## src/rtl/control_path_master_if.sv

```systemverilog
// Signal bundle between host, control-path bus master and slave.
// The master modport is the FSM's view; slave is the opposite side.
interface control_path_master_if #(
    parameter int ADDR_W = 8,
    parameter int DATA_W = 8
);
    logic              req;
    logic              wr;
    logic [ADDR_W-1:0] addr_in;
    logic [DATA_W-1:0] wdata_in;
    logic              rdy1;
    logic [1:0]        resp1;
    logic              split;
    logic [DATA_W-1:0] rdata_in;
    logic              start;
    logic              mwrite;
    logic [ADDR_W-1:0] maddr;
    logic [DATA_W-1:0] mwdata;
    logic [DATA_W-1:0] rdata;
    logic              busy;
    logic              done;
    logic              err;
    logic [1:0]        err_code;
    logic [3:0]        retries;

    modport master (
        input  req, wr, addr_in, wdata_in,
        input  rdy1, resp1, split, rdata_in,
        output start, mwrite, maddr, mwdata,
        output rdata, busy, done, err,
        output err_code, retries
    );

    modport slave (
        output req, wr, addr_in, wdata_in,
        output rdy1, resp1, split, rdata_in,
        input  start, mwrite, maddr, mwdata,
        input  rdata, busy, done, err,
        input  err_code, retries
    );
endinterface

```

## src/rtl/control_path_master.sv

```systemverilog
// Bus-master FSM: issues one transfer, handles RETRY/SPLIT/ERROR
// responses and a wait timeout, reports done/err back to the host.
module control_path_master #(
    parameter int ADDR_W    = 8,
    parameter int DATA_W    = 8,
    parameter int MAX_RETRY = 3,
    parameter int TIMEOUT   = 15
) (
    input logic                   clk,
    input logic                   rst,
    control_path_master_if.master bus
);
    typedef enum logic [2:0] {
        IDLE, REQ, WAIT, BACKOFF, SPLITW, DONE, ERR
    } state_t;

    localparam logic [1:0] RSP_RETRY  = 2'b01;
    localparam logic [1:0] RSP_ERROR  = 2'b10;
    localparam logic [1:0] RSP_SPLIT  = 2'b11;
    localparam logic [1:0] EC_RETRY   = 2'b01;
    localparam logic [1:0] EC_SLAVE   = 2'b10;
    localparam logic [1:0] EC_TIMEOUT = 2'b11;
    localparam logic [7:0] TMO        = 8'(TIMEOUT);
    localparam logic [3:0] MAXR       = 4'(MAX_RETRY);

    state_t            state_q, state_d;
    logic [7:0]        timer_q, timer_d;
    logic              bo_q, bo_d;
    logic [3:0]        retries_q, retries_d;
    logic              mwrite_q, mwrite_d;
    logic [ADDR_W-1:0] maddr_q, maddr_d;
    logic [DATA_W-1:0] mwdata_q, mwdata_d;
    logic [DATA_W-1:0] rdata_q, rdata_d;
    logic [1:0]        err_code_q, err_code_d;
    logic              start_q, start_d;
    logic              busy_q, busy_d;
    logic              done_q, done_d;
    logic              err_q, err_d;

    // Next-state, datapath updates and Moore outputs of the next state
    always_comb begin
        state_d    = state_q;
        timer_d    = timer_q;
        bo_d       = bo_q;
        retries_d  = retries_q;
        mwrite_d   = mwrite_q;
        maddr_d    = maddr_q;
        mwdata_d   = mwdata_q;
        rdata_d    = rdata_q;
        err_code_d = err_code_q;

        unique case (state_q)
            IDLE: begin
                if (bus.req) begin
                    mwrite_d  = bus.wr;
                    maddr_d   = bus.addr_in;
                    mwdata_d  = bus.wdata_in;
                    retries_d = '0;
                    state_d   = REQ;
                end
            end
            REQ: begin
                timer_d = '0;
                state_d = WAIT;
            end
            WAIT: begin
                if (bus.resp1 == RSP_ERROR) begin
                    err_code_d = EC_SLAVE;
                    state_d    = ERR;
                end else if (bus.resp1 == RSP_RETRY) begin
                    if (retries_q == MAXR) begin
                        err_code_d = EC_RETRY;
                        state_d    = ERR;
                    end else begin
                        retries_d = retries_q + 4'd1;
                        bo_d      = 1'b0;
                        state_d   = BACKOFF;
                    end
                end else if (bus.resp1 == RSP_SPLIT) begin
                    timer_d = '0;
                    state_d = SPLITW;
                end else if (bus.rdy1) begin
                    if (!mwrite_q) begin
                        rdata_d = bus.rdata_in;
                    end
                    state_d = DONE;
                end else begin
                    timer_d = timer_q + 8'd1;
                    if (timer_d == TMO) begin
                        err_code_d = EC_TIMEOUT;
                        state_d    = ERR;
                    end
                end
            end
            BACKOFF: begin
                if (bo_q) begin
                    state_d = REQ;
                end else begin
                    bo_d = 1'b1;
                end
            end
            SPLITW: begin
                if (bus.split) begin
                    state_d = REQ;
                end else begin
                    timer_d = timer_q + 8'd1;
                    if (timer_d == TMO) begin
                        err_code_d = EC_TIMEOUT;
                        state_d    = ERR;
                    end
                end
            end
            DONE:    state_d = IDLE;
            ERR:     state_d = IDLE;
            default: state_d = IDLE;
        endcase

        start_d = (state_d == REQ);
        busy_d  = (state_d != IDLE);
        done_d  = (state_d == DONE);
        err_d   = (state_d == ERR);
    end

    // State and output registers with synchronous active-low reset
    always_ff @(posedge clk) begin
        if (!rst) begin
            state_q    <= IDLE;
            timer_q    <= '0;
            bo_q       <= 1'b0;
            retries_q  <= '0;
            mwrite_q   <= 1'b0;
            maddr_q    <= '0;
            mwdata_q   <= '0;
            rdata_q    <= '0;
            err_code_q <= '0;
            start_q    <= 1'b0;
            busy_q     <= 1'b0;
            done_q     <= 1'b0;
            err_q      <= 1'b0;
        end else begin
            state_q    <= state_d;
            timer_q    <= timer_d;
            bo_q       <= bo_d;
            retries_q  <= retries_d;
            mwrite_q   <= mwrite_d;
            maddr_q    <= maddr_d;
            mwdata_q   <= mwdata_d;
            rdata_q    <= rdata_d;
            err_code_q <= err_code_d;
            start_q    <= start_d;
            busy_q     <= busy_d;
            done_q     <= done_d;
            err_q      <= err_d;
        end
    end

    assign bus.start    = start_q;
    assign bus.mwrite   = mwrite_q;
    assign bus.maddr    = maddr_q;
    assign bus.mwdata   = mwdata_q;
    assign bus.rdata    = rdata_q;
    assign bus.busy     = busy_q;
    assign bus.done     = done_q;
    assign bus.err      = err_q;
    assign bus.err_code = err_code_q;
    assign bus.retries  = retries_q;
endmodule
```

## src/flat_wrapper.sv

```systemverilog
// flat-port wrapper written by rule: the top's interface ports become plain ports
module control_path_master_flat 
#(
    parameter int ADDR_W    = 8,
    parameter int DATA_W    = 8,
    parameter int MAX_RETRY = 3,
    parameter int TIMEOUT   = 15
)
  (clk, rst, bus_req, bus_wr, bus_addr_in, bus_wdata_in, bus_rdy1, bus_resp1, bus_split, bus_rdata_in, bus_start, bus_mwrite, bus_maddr, bus_mwdata, bus_rdata, bus_busy, bus_done, bus_err, bus_err_code, bus_retries);
  control_path_master_if #(.ADDR_W(ADDR_W), .DATA_W(DATA_W)) bus_i ();
  input logic clk;
  input logic rst;
  input wire logic [$bits(bus_i.req)-1:0] bus_req;
  input wire logic [$bits(bus_i.wr)-1:0] bus_wr;
  input wire logic [$bits(bus_i.addr_in)-1:0] bus_addr_in;
  input wire logic [$bits(bus_i.wdata_in)-1:0] bus_wdata_in;
  input wire logic [$bits(bus_i.rdy1)-1:0] bus_rdy1;
  input wire logic [$bits(bus_i.resp1)-1:0] bus_resp1;
  input wire logic [$bits(bus_i.split)-1:0] bus_split;
  input wire logic [$bits(bus_i.rdata_in)-1:0] bus_rdata_in;
  output wire logic [$bits(bus_i.start)-1:0] bus_start;
  output wire logic [$bits(bus_i.mwrite)-1:0] bus_mwrite;
  output wire logic [$bits(bus_i.maddr)-1:0] bus_maddr;
  output wire logic [$bits(bus_i.mwdata)-1:0] bus_mwdata;
  output wire logic [$bits(bus_i.rdata)-1:0] bus_rdata;
  output wire logic [$bits(bus_i.busy)-1:0] bus_busy;
  output wire logic [$bits(bus_i.done)-1:0] bus_done;
  output wire logic [$bits(bus_i.err)-1:0] bus_err;
  output wire logic [$bits(bus_i.err_code)-1:0] bus_err_code;
  output wire logic [$bits(bus_i.retries)-1:0] bus_retries;
  assign bus_i.req = bus_req;
  assign bus_i.wr = bus_wr;
  assign bus_i.addr_in = bus_addr_in;
  assign bus_i.wdata_in = bus_wdata_in;
  assign bus_i.rdy1 = bus_rdy1;
  assign bus_i.resp1 = bus_resp1;
  assign bus_i.split = bus_split;
  assign bus_i.rdata_in = bus_rdata_in;
  assign bus_start = bus_i.start;
  assign bus_mwrite = bus_i.mwrite;
  assign bus_maddr = bus_i.maddr;
  assign bus_mwdata = bus_i.mwdata;
  assign bus_rdata = bus_i.rdata;
  assign bus_busy = bus_i.busy;
  assign bus_done = bus_i.done;
  assign bus_err = bus_i.err;
  assign bus_err_code = bus_i.err_code;
  assign bus_retries = bus_i.retries;
  control_path_master #(.ADDR_W(ADDR_W), .DATA_W(DATA_W), .MAX_RETRY(MAX_RETRY), .TIMEOUT(TIMEOUT)) u_core (.clk(clk), .rst(rst), .bus(bus_i));
endmodule
```

## config.mk

```make
export PLATFORM = sky130hd
export DESIGN_NAME = control_path_master_flat
export DESIGN_NICKNAME = d
export VERILOG_FILES = /design/src/rtl/control_path_master_if.sv /design/src/rtl/control_path_master.sv /design/src/flat_wrapper.sv
export SDC_FILE = /design/constraint.sdc
export NUM_CORES = 1
export LEC_CHECK = 0
export CAP_MARGIN = 20
export CORE_ASPECT_RATIO = 0.8
export CORE_MARGIN = 2
export CORE_UTILIZATION = 40
export CTS_CLUSTER_SIZE = 24
export DETAILED_ROUTE_END_ITERATION = 12
export GPL_TIMING_DRIVEN = 1
export PLACE_DENSITY = 0.78
export REMOVE_ABC_BUFFERS = 1
export SETUP_SLACK_MARGIN = 0.5
export SLEW_MARGIN = 20
export SYNTH_ARGS = -nofsm -noshare
export SYNTH_HDL_FRONTEND = slang
export SYNTH_SLANG_ARGS = --single-unit
```

## constraint.sdc

```tcl
create_clock -name clk -period 7.3 [get_ports clk]
set_input_delay 2.19 -clock clk [delete_from_list [all_inputs] [get_ports clk]]
set_output_delay 2.19 -clock clk [all_outputs]
set_load 0.01 [all_outputs]
```

==> impl_results.md, run 1 <==
* Run status: complete, no violations
* Top cells by area in the synthesized netlist: dfxtp_1 (44%), nand2_1 (7.8%), a21oi_1 (7.0%)
* Clock skew at 0.00492 ns
* CP top delay family: simple AND/OR/NAND/NOR gates
* Area taken by multi-input logic gates at 1130 um^2
* Tightest Pin Transition at 0.976 ns
* H-tree lvl count at 2
* Global routing usage on met1 at 23.8%
* Overall power at 0.000559 W
* Hold path depth at 2
* Clk network pwr share at 40.4%
* Final period util at 62.1%
* Worst vdd ir at 0.000113 V
* Setup violators final at 0
* Critical path arrival at 4.75 ns
* Comb pwr share at 11.6%
* Slowest stage delay, CP at 0.58 ns
* Setup WS post-layout at 2.77 ns
* Drt total wl at 5.22 mm
* # Post-CTS Setup Buffers at 0
* Post-synth top area cell: dfxtp_1
* Ys async rst share at 0%
* Synth top area share at 44.2%
* Critical-path maximum fanout at 6
* Initial DRC count at 84
* Root Driver: clkbuf_8
* Fmax at 0.221 GHz
* R2R cell count at 5
* Clk_lat worst skew at 0.30 ns
* Distinct cells, synth at 47
* CTS tree: built
* 1st-pass router iterations at 4
* Fillers at 483
* Layout cells sized above 1 at 3.73%
* Initial antenna violation count at 0
* Warnings from Yosys at 0
* IO Pins at 67
* Fin. max-slew vios at 0
* Register-to-Register Setup Slack at 5.13 ns
* Leakage at 1.10 nW
* Hold Violations, Final at 0
* Sequential-to-total area share from yosys stat at 44.2%
* Via count at 2023
* PortBufs at 66
* Register bit count reported by yosys at 47
* Min Clock Period, post-route at 4.53 ns
* Commonest non-fill, non-tap cell in the layout: clkdlybuf4s50_1
* RSZ-0062 raised after global routing: false
* P&R area growth vs syn at 39.5%
* CTS Buf Count at 5
* Seq pwr share at 48.0%
* Remaining antenna violation count after routing at 0
* Mapped Cells at 257
* Reg area at 941 um^2
* Hold EP: u_core.bus.maddr[1]
* Reg-to-reg critical path endpoint: u_core.timer_q[7]
* Post-DP HPWL at 3.71 mm
* Residual DRC at 0
* Hold Buf Count CTS at 0
* # rows at 23
* Global route hottest layer: met2
* R2r startpoint: u_core.state_q[2]
* DR vias/cell at 5.27
* Worst path bufs/invs at 2
* Startpoint types: primary input
* Top FF cell, synth: dfxtp_1
* CTS resizes at 0
* Pre-CTS WS at 2.46 ns
* DR WL/cell at 13.6 um
* CP Capture Type: flop
* Crit-path slowest cell: clkdlybuf4s50_1
* Final Net Count at 360
* Sw Pwr at 0.000124 W
* Most frequent cells in the layout: clkdlybuf4s50_1 (66), dfxtp_1 (47), nand2_1 (44), a21oi_1 (30), nor2_1 (25)
* Internal power at 0.000435 W
* Initial core utilization at 42.1%
* Chip width at 85.6 um
* Met3 Use GR at 5.36%
* Number of global-route vias before repair at 1924
* Beginning of the worst hold path: u_core.bus.maddr[1]
* Core area at 5060 um^2
* Diode count at 0
* Met2 GRT Util at 28.6%
* Relative slew slack at 34.8%
* Clock Path Buffers at 2
* Die height at 69.3 um
* CP cell instances: clkdlybuf4s50_1, inv_1, ha_1, or3_1, o31a_1, or2_4, or4_1, a31oi_1
* Syn Area/Cell at 8.29 um^2
* Max-capacitance violation count at 0
* Switch share at 22.2%
* CP Class: in -> reg
* Clock-pin slew on the worst setup and hold paths at 0.09 ns
* Clock sink total at 47
* Required time of the worst setup path at 7.52 ns
* GP Congestion at 0.857
* GRT Total Usage at 18.2%
* Largest net degree at the start of global routing at 33
* Die ar. at 5930 um^2
* PwrDens at 188 nW/um^2
* Mapped cell area at 2130 um^2
* Hold Crit Class: reg -> reg
* Total grt overflow at 0
* EDFF count, synth at 0
* First-pass GRT wire length at 8.90 mm
* Post-Route Setup TNS at 0 ns
[registers in the layout (all words and copies together) (netlist names)]
signal,count
u_core.bus.done,1
u_core.bus.busy,1
u_core.bus.maddr,8
u_core.state_q,3
u_core.bus.mwdata,8
u_core.bus.rdata,8
u_core.bus.retries,4
u_core.bus.err_code,2
u_core.timer_q,8
u_core.bus.err,1
u_core.bus.start,1
u_core.bus.mwrite,1
u_core.bo_q,1
[cells by family (layout without fill, tap and decap cells)]
family / count (synthesis) / in the layout / share of synthesized area [%]
muxes: 9 / 9 / 4.23
DFF: 47 / 47 / 44.2
and+or+nand+nor: 109 / 109 / 24.4
adders and majority gates: 7 / 7 / 4.11
xor gates and xnor gates: 2 / 2 / 0.822
buffers and inverters: 17 / 82 / 2.99
AOI/OAI and AO/OA: 66 / 66 / 19.3
[worst max-delay path by stage]
stage,startpoint,endpoint,slack (ns),depth (start not counted)
after floorplan,bus_resp1[0],u_core.timer_q[7],3.21,7
after global placement,bus_resp1[0],u_core.timer_q[7],2.51,8
after detailed placement,bus_resp1[0],u_core.timer_q[7],2.46,8
after CTS,bus_resp1[0],u_core.timer_q[7],2.78,8
after global routing,bus_resp1[0],u_core.timer_q[7],2.67,8
final,bus_resp1[0],u_core.timer_q[7],2.77,8
[through the flow]
step,hold WS (ns),instances,cell area [um^2],utilization [%]
final,0.456,384,2970,58.7
after global routing,0.475,384,2970,58.7
after CTS,0.459,384,2970,58.7
after detailed placement,0.445,376,2840,56.0
after global placement,0.441,376,2840,56.0
after floorplan,0.443,248,2100,-
[worst min-delay path, cell delays in order (launching register included)]
cell     delay (ns)
dfxtp_1        0.32
nand2_1        0.05
a21oi_1        0.05
[synth_stat cells (all sizes together) (4+ instances only)]
cell / number
clkbuf: 8
and2: 4
nor3: 4
nand2: 44
dfxtp: 47
nor2: 25
nand3: 5
nand2b: 4
mux2i: 9
o211ai: 4
o21ai: 12
ha: 7
inv: 8
a21oi: 30
[routing by layer]
| layer | vias up | share of wire [%] |
|---|---|---|
| met4 | 0 | 1.1 |
| met2 | 64 | 46 |
| met3 | 4 | 6.7 |
| li1 | 1026 | - |
| met1 | 929 | 46 |
| met5 | - | 0 |
[area by class of cell]
class / count / area share, %
Tap cell: 62 / 2.61
Clock buffer: 5 / 2.32
Clock inverter: 3 / 2.27
Inverter: 8 / 1.01
Multi-Input combinational cell: 193 / 37.9
Timing Repair Buffer: 66 / 22.2
Sequential cell: 47 / 31.7
[power by group through the flow]
stage | clock network, W | registers, W | logic [W]
floorplan | 0 | 0.000277 | 0.0000236
global placement | 0 | 0.000274 | 0.0000636
detailed placement | 0 | 0.000274 | 0.0000646
CTS | 0.000231 | 0.000268 | 0.0000651
global route | 0.000241 | 0.000270 | 0.0000703
finish | 0.000226 | 0.000268 | 0.0000648
Note: power is estimated with default switching activity, not from simulation.
==> run 2, diff against run 1 <==
- clock period: 7.3 -> 4.4 ns (I/O delays scaled with it)
==> run 2 against run 1 <==
  * Global-route usage is 0.33 points lower
  * Sequential power up 66%
  * Worst setup slack lost 2.1 ns
  * Sequential share of layout area grew 0.45 points
  * Clock skew rose by 0.0026 ns
  * Highest routed layer unchanged
==> impl_results.md, run 2 (same netlist as run 1, synthesis figures left out) <==
* Run status: complete, no violations
* Startpoint types: primary input
* Overall power at 0.000809 W (+45%)
* Clock sink total at 47 (unchanged)
* PortBufs at 66 (unchanged)
* Crit-path slowest cell: clkdlybuf4s50_1
* IO Pins at 67 (unchanged)
* Layout cells sized above 1 at 3.73% (unchanged)
* Initial antenna violation count at 0 (unchanged)
* Residual DRC at 0 (unchanged)
* P&R area growth vs syn at 37.5%
* Worst path bufs/invs at 2 (unchanged)
* Remaining antenna violation count after routing at 0 (unchanged)
* Fin. max-slew vios at 0 (unchanged)
* Relative slew slack at 35.0% (+0.13 points)
* Internal power at 0.000618 W (+42%)
* Largest net degree at the start of global routing at 33 (unchanged)
* Leakage at 1.09 nW (-1.1%)
* Root Driver: clkbuf_8
* Number of global-route vias before repair at 1902 (-1.1%)
* DR vias/cell at 5.27 (about the same)
* DR WL/cell at 13.4 um (-1.1%)
* Clock skew at 0.00749 ns (+0.00256 ns)
* CP Class: in -> reg
* Hold Crit Class: reg -> reg
* Most frequent cells in the layout: clkdlybuf4s50_1 (66), dfxtp_1 (47), nand2_1 (44), a21oi_1 (30), nor2_1 (25)
* Min Clock Period, post-route at 3.71 ns
* Initial DRC count at 89 (+6.0%)
* Clock Path Buffers at 2 (unchanged)
* Die ar. at 5930 um^2 (unchanged)
* Slowest stage delay, CP at 0.58 ns (about the same)
* Total grt overflow at 0 (unchanged)
* Max-capacitance violation count at 0 (unchanged)
* # Post-CTS Setup Buffers at 0 (unchanged)
* Core area at 5060 um^2 (unchanged)
* Diode count at 0 (unchanged)
* Critical path arrival at 3.92 ns (-0.83 ns)
* Hold Violations, Final at 0 (unchanged)
* 1st-pass router iterations at 4 (unchanged)
* Comb pwr share at 13.3% (+1.7 points)
* CTS resizes at 0 (unchanged)
* RSZ-0062 raised after global routing: false
* CP Capture Type: flop
* Die height at 69.3 um (unchanged)
* Clock-pin slew on the worst setup and hold paths at 0.08 ns (about the same)
* Tightest Pin Transition at 0.974 ns (-0.00193 ns)
* Register-to-Register Setup Slack at 2.21 ns (-2.92 ns)
* Chip width at 85.6 um (unchanged)
* Fmax at 0.269 GHz
* Initial core utilization at 42.1% (unchanged)
* Via count at 2022 (-0.049%)
* Final period util at 84.4%
* Hold Buf Count CTS at 0 (unchanged)
* GP Congestion at 0.842 (-1.8%)
* # rows at 23 (unchanged)
* Sw Pwr at 0.000192 W (+54%)
* Post-DP Area at 2840 um^2 (+0.26%)
* PwrDens at 276 nW/um^2 (+47%)
* Final Net Count at 361 (+0.28%)
* CTS Buf Count at 5 (unchanged)
* H-tree lvl count at 2 (unchanged)
* Clk_lat worst skew at 0.29 ns (about the same)
* Post-Layout Inst Area at 2930 um^2 (-1.4%)
* Worst vdd ir at 0.000175 V (+55%)
* Commonest non-fill, non-tap cell in the layout: clkdlybuf4s50_1
* CTS tree: built
* Switch share at 23.7% (+1.4 points)
* Setup violators final at 0 (unchanged)
* Seq pwr share at 55.0% (+7.0 points)
* Post-DP HPWL at 3.81 mm (+2.9%)
* CP cell instances: clkdlybuf4s50_1, inv_1, ha_1, or3_1, o31a_1, or2_4, or4_1, a31oi_1
* Drt total wl at 5.16 mm (-1.1%)
* Required time of the worst setup path at 4.61 ns (-2.91 ns)
* Post-Route Setup TNS at 0 ns (unchanged)
* GRT Total Usage at 17.8% (-0.33 points)
* CP top delay family: simple AND/OR/NAND/NOR gates
* Critical-path maximum fanout at 6 (unchanged)
* Clk network pwr share at 31.7% (-8.7 points)
* First-pass GRT wire length at 8.67 mm (-2.6%)
[run 2: cell types whose count changed in the layout (fill, tap and decap cells not counted)]
cell,previous run,this run
clkinv_2,0,1
clkinvlp_4,1,0
clkbuf_8,5,6
bufinv_16,2,0
buf_4,0,1
[run 2: cell type report]
class | count | area (um^2)
flip-flops and latches | 47 | 941
inverters | 8 | 30.0
repair buffers | 67 | 668
clock inverters | 1 | 5.00
clock buffers | 6 | 82.6
well taps | 62 | 77.6
multi-input cells | 193 | 1130
fillers | 456 | 2130
[run 2: power groups by stage]
stage	registers, W	logic (W)	clock network (W)
floorplan	0.000459	0.0000391	0
global placement	0.000455	0.000106	0
detailed placement	0.000455	0.000108	0
CTS	0.000445	0.000108	0.000267
global route	0.000447	0.000118	0.000284
finish	0.000445	0.000108	0.000257
[run 2: metal layers]
metal | up-vias | wire length (um) | track usage (%)
li1 | 1029 | - | -
met5 | - | 0 | 0
met1 | 929 | 2360 | 22.8
met3 | 9 | 326 | 4.88
met2 | 55 | 2400 | 28.9
met4 | 0 | 76 | 6.17
[run 2: metrics by stage]
step / std cells / hold slack, ns / utilization, % / worst slack (ns)
finish: 384 / 0.457 / 57.9 / 0.687
global route: 384 / 0.481 / 57.9 / 0.583
CTS: 384 / 0.458 / 57.9 / 0.709
detailed placement: 377 / 0.446 / 56.1 / 0.385
global placement: 377 / 0.441 / 56.1 / 0.476
floorplan: 248 / 0.443 / - / 1.18
[run 2: path summary, 6_finish.rpt]
| kind | start | to | cells after the start |
|---|---|---|---|
| worst min-delay path | u_core.bus.maddr[3] | u_core.bus.maddr[3] | 2 |
| worst max register to register | u_core.state_q[2] | u_core.timer_q[7] | 5 |
| worst min register to register | u_core.bus.maddr[3] | u_core.bus.maddr[3] | 2 |
| worst max-delay path | bus_resp1[0] | u_core.timer_q[7] | 8 |
[run 2: worst register-to-register path, stage by stage (launching register included)]
cell and delay, ns:
dfxtp_1 0.49, or3b_1 0.48, o31a_1 0.21, or2_4 0.27, or4_1 0.50, a31oi_1 0.17
==> run 3, diff against run 2 <==
- PLACE_DENSITY: 0.78 -> 0.81
- clock period: 4.4 -> 3.3 ns (I/O delays scaled with it)
==> run 3 against run 2 <==
  * Non-clock buffer count is 12 higher
  * Final area increased by 2.8%
  * Core utilization up 1.6 points
  * Flip-flop and latch count stayed put
  * Worst hold slack improved by 0.0014 ns
  * First-iteration DRC count rose by 17%
  * Sequential share of layout area fell by 0.87 points
  * Sequential power up 33%
  * Die area unchanged
==> impl_results.md, run 3 (same netlist as run 1, synthesis figures left out) <==
* Placed cells at 389 (+3.2%)
* Hold Violations, Final at 0 (unchanged)
* Run status: complete, no violations
* DR vias/cell at 5.33 (+1.3%)
* R2R cell count at 6 (+1)
* Number of global-route vias before repair at 2064 (+8.5%)
* Seq pwr share at 54.8% (-0.2 points)
* Post-DP Area at 2930 um^2 (+3.2%)
* Sw Pwr at 0.000267 W (+40%)
* Drt total wl at 5.51 mm (+6.7%)
* Switch share at 24.7% (+1.0 points)
* Met2 GRT Util at 33.1% (+4.2 points)
* Total grt overflow at 0 (unchanged)
* Root Driver: clkbuf_8
* Fillers at 468 (+2.6%)
* Setup crit end: u_core.timer_q[7]
* Hold Crit Class: reg -> reg
* R2r startpoint: u_core.bus.retries[0]
* Core area at 5060 um^2 (unchanged)
* Clock Path Buffers at 2 (unchanged)
* Hold Buf Count CTS at 0 (unchanged)
* GRT Total Usage at 19.4% (+1.5 points)
* Clk network pwr share at 31.0% (-0.7 points)
* Final cell count without fillers at 397 (+3.4%)
* Reg-to-reg critical path endpoint: u_core.bus.done
* Via count at 2117 (+4.7%)
* Clk_lat worst skew at 0.29 ns (about the same)
* Met3 Use GR at 5.48% (+0.60 points)
* H-tree lvl count at 2 (unchanged)
* Post-DP HPWL at 4.02 mm (+5.5%)
* RSZ-0062 raised after global routing: false
* First-pass GRT wire length at 9.38 mm (+8.2%)
* Post-Layout Inst Area at 3010 um^2 (+2.8%)
* Die height at 69.3 um (unchanged)
* GP Congestion at 0.908 (+7.8%)
* Fmax at 0.366 GHz
* Global route hottest layer: met2
* CP Capture Type: flop
* Remaining antenna violation count after routing at 0 (unchanged)
* Most frequent cells in the layout: clkdlybuf4s50_1 (64), dfxtp_1 (47), nand2_1 (44), a21oi_1 (30), nor2_1 (25)
* Max-capacitance violation count at 0 (unchanged)
* Initial antenna violation count at 0 (unchanged)
* Initial DRC count at 104 (+17%)
* Final period util at 82.8%
* Startpoint types: primary input
* 1st-pass router iterations at 4 (unchanged)
* Global routing usage on met1 at 23.4% (+0.69 points)
* Commonest non-fill, non-tap cell in the layout: clkdlybuf4s50_1
* IO Pins at 67 (unchanged)
* CP Class: in -> reg
* DR WL/cell at 13.9 um (+3.2%)
* Residual DRC at 0 (unchanged)
* Required time of the worst setup path at 3.53 ns (-1.08 ns)
* Critical-path maximum fanout at 5 (-1)
* Comb pwr share at 14.2% (+0.9 points)
* Min Clock Period, post-route at 2.73 ns
* CTS Buf Count at 5 (unchanged)
* # Post-CTS Setup Buffers at 0 (unchanged)
* Critical path arrival at 2.96 ns (-0.96 ns)
* Register-to-Register Setup Slack at 1.21 ns (-1.00 ns)
* Clock-pin slew on the worst setup and hold paths at 0.08 ns (about the same)
* Final Net Count at 373 (+3.3%)
* Initial core utilization at 42.1% (unchanged)
* Fin. max-slew vios at 0 (unchanged)
* Chip width at 85.6 um (unchanged)
* Relative slew slack at 55.7% (+21 points)
* Worst vdd ir at 0.000255 V (+45%)
* Clock sink total at 47 (unchanged)
* Setup violators final at 0 (unchanged)
* Die ar. at 5930 um^2 (unchanged)
* Layout cells sized above 1 at 8.06% (+4.3 points)
* CTS tree: built
* Critical Path Start: bus_split
* P&R area growth vs syn at 41.3%
* Tightest Pin Transition at 0.658 ns (-0.317 ns)
* Clock skew at 0.00694 ns (-0.000547 ns)
* PortBufs at 66 (unchanged)
* # rows at 23 (unchanged)
* Diode count at 0 (unchanged)
* Largest net degree at the start of global routing at 30 (-9.1%)
* Internal power at 0.000816 W (+32%)
* Leakage at 1.14 nW (+4.8%)
* PwrDens at 360 nW/um^2 (+30%)
==> run 3: critical path, stage by stage <==
cell	delay [ns]
clkdlybuf4s50_1	0.44
or3b_1	0.46
o31a_1	0.16
or2_4	0.24
or4_1	0.50
a31oi_1	0.17
==> run 3: final cells by class <==
class,instances,area (um^2),area share (%)
multi-input cells,193,1130,37.6
flip-flops and latches,47,941,31.2
repair buffers,79,748,24.8
well taps,62,77.6,2.58
clock buffers,7,76.3,2.53
inverters,8,30.0,0.997
clock inverters,1,5.00,0.166
==> run 3: power by group through the flow <==
stage	registers, W	clock network, W	logic (W)
2_1_floorplan	0.000613	0	0.0000522
3_3_place_gp	0.000606	0	0.000151
3_5_place_dp	0.000607	0	0.000154
4_1_cts	0.000594	0.000349	0.000155
5_1_grt	0.000597	0.000370	0.000169
6_report	0.000594	0.000335	0.000154
==> run 3: worst min path at each step <==
stage / cells after the start / start / end
2_1_floorplan: 1 / u_core.timer_q[6] / u_core.timer_q[6]
3_3_place_gp: 2 / u_core.bus.mwdata[5] / u_core.bus.mwdata[5]
3_5_place_dp: 2 / u_core.bus.maddr[7] / u_core.bus.maddr[7]
4_1_cts: 2 / u_core.bus.mwdata[3] / u_core.bus.mwdata[3]
5_1_grt: 2 / u_core.bus.mwdata[5] / u_core.bus.mwdata[5]
6_report: 2 / u_core.bus.mwdata[3] / u_core.bus.mwdata[3]
==> run 3: stage by stage <==
| step | power (W) | setup TNS (ns) | utilization, % | hold slack, ns | setup slack, ns |
|---|---|---|---|---|---|
| 3_5_place_dp | 0.000761 | -0.203 | 57.9 | 0.449 | -0.203 |
| 2_1_floorplan | 0.000665 | 0 | - | 0.443 | 0.413 |
| 4_1_cts | 0.00110 | 0 | 59.6 | 0.463 | 0.513 |
| 3_3_place_gp | 0.000757 | -0.0944 | 57.9 | 0.440 | -0.0944 |
| 6_report | 0.00108 | 0 | 59.5 | 0.458 | 0.566 |
| 5_1_grt | 0.00114 | 0 | 59.5 | 0.491 | 0.512 |
==> run 3: per-layer routing <==
| metal | up-vias | routed length (um) |
|---|---|---|
| met1 | 997 | 2390 |
| met3 | 6 | 351 |
| met2 | 60 | 2700 |
| li1 | 1054 | - |
| met5 | - | 0 |
| met4 | 0 | 63 |
==> run 3: timing repair <==
action                     in CTS  in global routing
resized for setup               8                  1
pin swaps                       1                  0
setup endpoints to repair      15                  1
gates cloned                    0                  0
